$ cat src/rtl/hazard_ctrl_unit.sv
// hazard_ctrl_unit: per-cycle advance/hold/flush control for the 5-stage
// pipeline, with a data-memory wait timeout and saturating perf counters.
module hazard_ctrl_unit #(
  parameter int CNT_W       = 16,
  parameter int MEM_TIMEOUT = 8
) (
  input  logic             clk,
  input  logic             rst_n,
  input  logic             id_ex_memRead,
  input  logic [4:0]       id_ex_rd,
  input  logic [4:0]       if_id_rs1,
  input  logic [4:0]       if_id_rs2,
  input  logic             if_id_uses_rs2,
  input  logic             ex_branch_taken,
  input  logic             mem_req,
  input  logic             mem_ready,
  output logic             pc_write,
  output logic             if_id_write,
  output logic             id_ex_write,
  output logic             ex_mem_write,
  output logic             if_id_flush,
  output logic             id_ex_flush,
  output logic             mem_wb_bubble,
  output logic             mem_timeout_err,
  output logic [CNT_W-1:0] stall_cycles,
  output logic [CNT_W-1:0] flush_count
);

  localparam int WC_W = $clog2(MEM_TIMEOUT);
  localparam logic [WC_W-1:0] WC_LAST = WC_W'(MEM_TIMEOUT - 1);

  typedef enum logic [1:0] {
    S_RUN  = 2'd0,
    S_WAIT = 2'd1,
    S_TOUT = 2'd2
  } state_e;

  state_e state_q, state_d;

  logic [WC_W-1:0]  wait_q, wait_d;
  logic             err_q, err_d;
  logic [CNT_W-1:0] stall_q, flush_q;

  logic load_use;
  logic mem_stall;
  logic rs1_hit;
  logic rs2_hit;

  // {pc, if_id, id_ex, ex_mem}
  logic [3:0] wr;
  logic       fl_ifid;
  logic       fl_idex;
  logic       bub;
  logic       stall_inc;
  logic       flush_inc;

  logic [3:0] adv_wr;
  logic       adv_fi;
  logic       adv_fe;
  logic       adv_br;

  assign rs1_hit = (id_ex_rd == if_id_rs1);
  assign rs2_hit = if_id_uses_rs2 & (id_ex_rd == if_id_rs2);

  assign load_use = id_ex_memRead
                  & (id_ex_rd != 5'd0)
                  & (rs1_hit | rs2_hit);

  assign mem_stall = mem_req & ~mem_ready;

  // Branch wins over load-use: the dependent ID instruction is squashed anyway.
  always_comb begin
    adv_wr = 4'b1111;
    adv_fi = 1'b0;
    adv_fe = 1'b0;
    adv_br = 1'b0;
    if (ex_branch_taken) begin
      adv_fi = 1'b1;
      adv_fe = 1'b1;
      adv_br = 1'b1;
    end else if (load_use) begin
      adv_wr = 4'b0011;
      adv_fe = 1'b1;
    end
  end

  always_comb begin
    state_d   = state_q;
    wait_d    = wait_q;
    err_d     = err_q;
    wr        = 4'b1111;
    fl_ifid   = 1'b0;
    fl_idex   = 1'b0;
    bub       = 1'b0;
    flush_inc = 1'b0;

    case (state_q)
      S_RUN: begin
        if (mem_stall) begin
          wr      = 4'b0000;
          bub     = 1'b1;
          wait_d  = WC_W'(1);
          state_d = S_WAIT;
        end else begin
          wr        = adv_wr;
          fl_ifid   = adv_fi;
          fl_idex   = adv_fe;
          flush_inc = adv_br;
        end
      end
      S_WAIT: begin
        if (mem_ready) begin
          wr        = adv_wr;
          fl_ifid   = adv_fi;
          fl_idex   = adv_fe;
          flush_inc = adv_br;
          wait_d    = '0;
          state_d   = S_RUN;
        end else begin
          wr  = 4'b0000;
          bub = 1'b1;
          if (wait_q == WC_LAST) begin
            state_d = S_TOUT;
            err_d   = 1'b1;
          end else begin
            wait_d = wait_q + WC_W'(1);
          end
        end
      end
      S_TOUT: begin
        wr  = 4'b0000;
        bub = 1'b1;
      end
      default: begin
        state_d = S_RUN;
        wait_d  = '0;
      end
    endcase

    stall_inc = (state_q != S_TOUT) & ~wr[3];
  end

  // Reset forces a full freeze with bubbles regardless of state.
  assign pc_write      = rst_n & wr[3];
  assign if_id_write   = rst_n & wr[2];
  assign id_ex_write   = rst_n & wr[1];
  assign ex_mem_write  = rst_n & wr[0];
  assign if_id_flush   = ~rst_n | fl_ifid;
  assign id_ex_flush   = ~rst_n | fl_idex;
  assign mem_wb_bubble = ~rst_n | bub;

  assign mem_timeout_err = err_q;
  assign stall_cycles    = stall_q;
  assign flush_count     = flush_q;

  always_ff @(posedge clk or negedge rst_n) begin
    if (!rst_n) begin
      state_q <= S_RUN;
      wait_q  <= '0;
      err_q   <= 1'b0;
      stall_q <= '0;
      flush_q <= '0;
    end else begin
      state_q <= state_d;
      wait_q  <= wait_d;
      err_q   <= err_d;
      if (stall_inc && !(&stall_q)) begin
        stall_q <= stall_q + CNT_W'(1);
      end
      if (flush_inc && !(&flush_q)) begin
        flush_q <= flush_q + CNT_W'(1);
      end
    end
  end

endmodule
$ cat config.mk
export PLATFORM = sky130hd
export DESIGN_NAME = hazard_ctrl_unit
export DESIGN_NICKNAME = d
export VERILOG_FILES = /design/src/rtl/hazard_ctrl_unit.sv
export SDC_FILE = /design/constraint.sdc
export NUM_CORES = 1
export LEC_CHECK = 0
export CAP_MARGIN = 0
export CORE_UTILIZATION = 40
export CTS_CLUSTER_DIAMETER = 50
export DETAILED_ROUTE_END_ITERATION = 12
export PLACE_DENSITY = 0.7
export SYNTH_ARGS = -nofsm -noshare
export SYNTH_HDL_FRONTEND = slang
export SYNTH_SLANG_ARGS = --single-unit
$ cat constraint.sdc
create_clock -name clk -period 2.3 [get_ports clk]
set_clock_uncertainty 0.15 [all_clocks]
set_input_delay 0.46 -clock clk [delete_from_list [all_inputs] [get_ports clk]]
set_output_delay 0.46 -clock clk [all_outputs]
set_load 0.02 [all_outputs]
After elaboration in Yosys (flattened, before gate mapping)
Index checks and enable logic that the tools add are counted.
- bits in registers: 38
- output and inout bits: 40
- bitwise operators: 17
- reductions and logical operators: 11
- mux-type cells: 25
- eq/ne operators: 9
- add/sub/neg operators: 3
- operators with widths (operator ; count):
    $add A16 B1 Y16 const B ; 2
    $reduce_and A16 Y1 ; 2
    $mux W4 ; 4
    $pmux W4 S3 ; 1
    $eq A5 B5 Y1 ; 2
    $and A1 B1 Y1 ; 9
    $mux W1 ; 9
    $mux W3 ; 3
    $pmux W3 S3 ; 1
    $reduce_and A3 Y1 ; 3
    $mux W2 ; 3
    $ne A3 B3 Y1 const B ; 2
    $pmux W2 S3 ; 1
    $reduce_bool A5 Y1 ; 1
    $ne A2 B2 Y1 const B ; 2
    $not A1 Y1 ; 4
    $or A1 B1 Y1 ; 4
    $pmux W1 S2 ; 2
    $add A3 B1 Y3 const B ; 1
    $eq A3 B3 Y1 const B ; 1
    $pmux W1 S3 ; 1
    $eq A2 B1 Y1 const B ; 1
    $eq A2 B2 Y1 const B ; 1
    $logic_and A1 B1 Y1 ; 2
    2 further kinds ; 3

Logic depth before layout (Yosys ltp)
- depth after elaboration: 11
- depth in mapped cells: 7
- mapped depth without buffers: 7

Worst setup path before layout
No wires, ideal clock.
- path kind: in2out
- start: input port id_ex_rd[0]
- end: output port pc_write
- slack: -0.461 ns
- path buffers: 1
- data arrival time: 2.151 ns
- required time: 1.690 ns
- stages on the path: 6
- cell sequence: or4_1 -> o21ai_2 -> nand2b_1 -> o21bai_1 -> a21boi_0 -> buf_4
- cells in the longest elaborated chain, start to end: 9
- elaborated cells on any way between the ends: 13
- classes of those cells: eq/ne (2); mux (5); bitwise (5); reduce/logical (1)
- ends and longest elaborated chain (what ; line ; text):
    from (decl) ; 10 ; input logic [4:0] id_ex_rd,
    $eq A5 B5 Y1 ; 63 ; assign rs2_hit = if_id_uses_rs2 & (id_ex_rd == if_id_rs2);
    $and A1 B1 Y1 ; 63 ;
    $or A1 B1 Y1 ; 67 ; & (rs1_hit | rs2_hit);
    $and A1 B1 Y1 (*) ; 67 ;
    $mux W4 (*) ; 81 ; end else if (load_use) begin
    $mux W4 (*) ; 77 ; if (ex_branch_taken) begin
    $mux W4 (on tied branches) ; 112, 99 ;
    $pmux W4 S3 (*) ; 97 ; case (state_q)
    $and A1 B1 Y1 (*) ; 144 ; assign pc_write = rst_n & wr[3];
    to (decl) ; 17 ; output logic pc_write,
Every way passes the cells marked *; elsewhere a longest branch is shown, timed or not.

Worst setup path after layout
- start: input port id_ex_rd[3]
- end: output port if_id_write
- cells in the longest elaborated chain, start to end: 9
- elaborated cells on any way between the ends: 13
- classes of those cells: eq/ne (2); mux (5); bitwise (5); reduce/logical (1)
- ends and longest elaborated chain (what ; line ; text):
    $eq A5 B5 Y1 ; 63 ;
    $and A1 B1 Y1 ; 63 ;
    $or A1 B1 Y1 ; 67 ;
    $and A1 B1 Y1 (*) ; 67 ;
    $mux W4 (*) ; 81 ;
    $mux W4 (*) ; 77 ;
    $mux W4 (on tied branches) ; 112, 99 ;
    $pmux W4 S3 (*) ; 97 ;
    $and A1 B1 Y1 (*) ; 145 ; assign if_id_write = rst_n & wr[2];
    to (decl) ; 18 ; output logic if_id_write,
Marks and branches as above.

==> flow_summary.toml <==
[outcome]
status = "finished with violations"
violations = "negative setup slack"

[clock_network]
cts_tree = "yes"
numCtsBuffers = 5
clk_latency_ns = 0.28
root_buffer = "clkbuf_8"
cts_sinks = 38
cts.path.max_buffers = 2
clk_pin_slew_ns = 0.07
htreeDepth = 2

[setup_path]
path_depth = 7
worstReg2RegStart = "stall_cycles[0]"
crit_start = "id_ex_rd[3]"
path_cells = "buf_6 > or4_4 > o21ai_4 > nand2b_4 > o21bai_4 > a21boi_2 > buf_4"
critPathMaxStageDelay_ns = 0.55
startpoint_type = "input pin"
crit_buf_inv = 2
path_class = "in2out"
arrival_ns = 1.78
cpMaxStageDelayCell = "or4_4"
worstSetupEndpointType = "output port"
r2r-end = "stall_cycles[15]"
required_ns = 1.69
r2r_setup_slack_ns = 0.25
cp_top_family = "simple AND/OR/NAND/NOR gates"
r2r_cells = 8
critPathCapture = "if_id_write"
crit_fanout = 2

[floorplanning]
die_y_um = 73.3
core_area_um2 = 4820
rows = 25
dieArea_um2 = 5380
io_pins = 62
fp.dieW_um = 73.3
start_util = 0.423

[final_layout]
n_antenna_cell = 0
layout-drive-gt1-share = 0.275
num-nets-final = 323
fin_area_um2 = 3130
area_growth_pct = 53.8

[synthesis]
syn_area_per_cell_um2 = 10.2
syn_nets = 226
synth_seq_cells = 38
synthTopCellsByArea = "dfrtp_1, xnor2_1, xor2_1"
synthTopCellsByCount = "dfrtp_1, xnor2_1, nand2_1"
syn_inst = 200
async_flop_share = 1.00
synth-edff-count = 0
synth_warnings = 0
synth_cell_types = 37
yosysMostFrequentCell = "dfrtp_1"
synth-main-ff-cell = "dfrtp_1"
synth_top_area_frac = 0.467
syn-cell-area_um2 = 2040
synth-seq-area-share = 0.467
synth_top_cell_by_area = "dfrtp_1"

[flow_run]
maxCapViolCount = 0

[grt]
first_global_vias = 1744
grtUsageTotal = 0.192
antenna_found_initial = 0
grt_pass1_wl_um = 7910
grt_max_degree = 39
grt_overflow = 0

[sta]
finalSetupViolCount = 3
slew-limit-headroom = 0.670
min_period_over_period = 1.04
period_minus_slack_ns = 2.39
layout_setup_ws_ns = -0.0863
finalHoldViolations = 0
maxSlewViolCount = 0
rsz0062_at_grt = "yes"
fmax_mhz = 419
worst_pin_slew_ns = 0.491

[place]
dpl_cell_area_um2 = 2940
gp_congestion = 0.771
dpl.hpwl_um = 3550
place.port_buffers = 61
post-place-ws_ns = -0.871

[pwr]
leakagePower_nw = 1.36
power.density_nw_per_um2 = 734
ir_drop_uv = 711

[drt]
dr_total_vias = 1806
drtIter0Drc = 63
antenna_left = 0
drt-total-wl_um = 4850
wire_per_inst_um = 13.3
vias_per_cell = 4.95
firstDrtPassIters = 4
post-route-drc-count = 0

[hold_path]
hp-class = "in2async"
per-layer routing:
metal | vias up | routed length (um) | share of wire | track usage
met5 | - | 0 | 0 | 0
met4 | 0 | 38 | 0.0078 | 0.0577
met3 | 2 | 146 | 0.030 | 0.0357
met2 | 29 | 2400 | 0.50 | 0.312
met1 | 877 | 2260 | 0.47 | 0.264
li1 | 898 | - | - | -
logic make-up after synthesis:
group | synth area share
flip-flops | 0.467
AO/OA/AOI/OAI | 0.0719
AND/OR/NAND/NOR | 0.219
XOR/XNOR | 0.163
adder cells (fa/ha/maj) | 0.0246
buffers and inverters | 0.0240
multiplexers | 0.0301
power by group:
group / internal [mW] / switching, mW
sequential: 0.799 / 0.172
combinational: 0.449 / 0.406
clock: 0.241 / 0.231
total: 1.49 / 0.809
registers in the layout, summed over array words and instances, names as in the netlist:
register,cells
wait_q,3
flush_count,16
mem_timeout_err,1
state_q,2
stall_cycles,16
through the flow:
stage / util / std cells / TNS (ns) / hold WS [ns] / total power [mW]
2_1_floorplan: - / 200 / -0.117 / 0.0144 / 1.38
3_5_place_dp: 0.610 / 355 / -8.60 / 0.339 / 1.83
5_1_grt: 0.650 / 365 / -0.346 / 0.149 / 2.43
4_1_cts: 0.626 / 364 / -0.300 / 0.127 / 2.29
3_3_place_gp: 0.610 / 355 / -8.14 / 0.329 / 1.81
6_report: 0.650 / 365 / -0.169 / 0.111 / 2.30
final cells by class:
type	count	area, um^2
Fill cell	418	1690
Sequential cell	38	951
Timing Repair Buffer	94	810
Clock buffer	6	82.6
Clock inverter	2	12.5
Tap cell	67	83.8
Multi-Input combinational cell	151	1160
Inverter	7	26.3
worst min-delay path by stage:
stage / startpoint / to / slack, ns
5_1_grt: rst_n / flush_count[5] / 0.15
2_1_floorplan: rst_n / flush_count[0] / 0.01
6_report: rst_n / state_q[0] / 0.11
3_3_place_gp: stall_cycles[15] / stall_cycles[15] / 0.33
3_5_place_dp: mem_timeout_err / mem_timeout_err / 0.34
4_1_cts: rst_n / flush_count[8] / 0.13
cells in the final DEF, fill, tap and decap left out, types with 2 or more instances in the layout:
cell / count
dfrtp_1: 38
buf_6: 3
nor3b_1: 2
xnor2_1: 19
nand4_1: 10
and3_1: 3
xnor2_2: 5
mux2_4: 2
clkbuf_8: 6
nor3_2: 2
buf_2: 4
clkdlybuf4s50_1: 38
a21oi_1: 3
nor2_2: 2
mux2i_1: 2
o22ai_1: 2
xor2_1: 14
nor3_1: 8
clkbuf_2: 4
nor4_1: 3
ha_1: 4
nor4_2: 2
nand3_1: 15
nor2_1: 10
nor4b_1: 2
dlygate4sd2_1: 6
clkdlybuf4s15_1: 4
buf_4: 35
a21oi_2: 2
nand2_1: 18
inv_1: 7
what timing repair did:
| action | in CTS | in global routing |
|---|---|---|
| hold buffers | 0 | 0 |
| gates resized for setup | 56 | 29 |
| endpoints found under the setup margin | 16 | 13 |
| pin swaps | 16 | 16 |
| hold endpoints to repair | 0 | 0 |
| buffers inserted | 1 | 1 |
No activity file was read; power rests on OpenSTA's default activity.
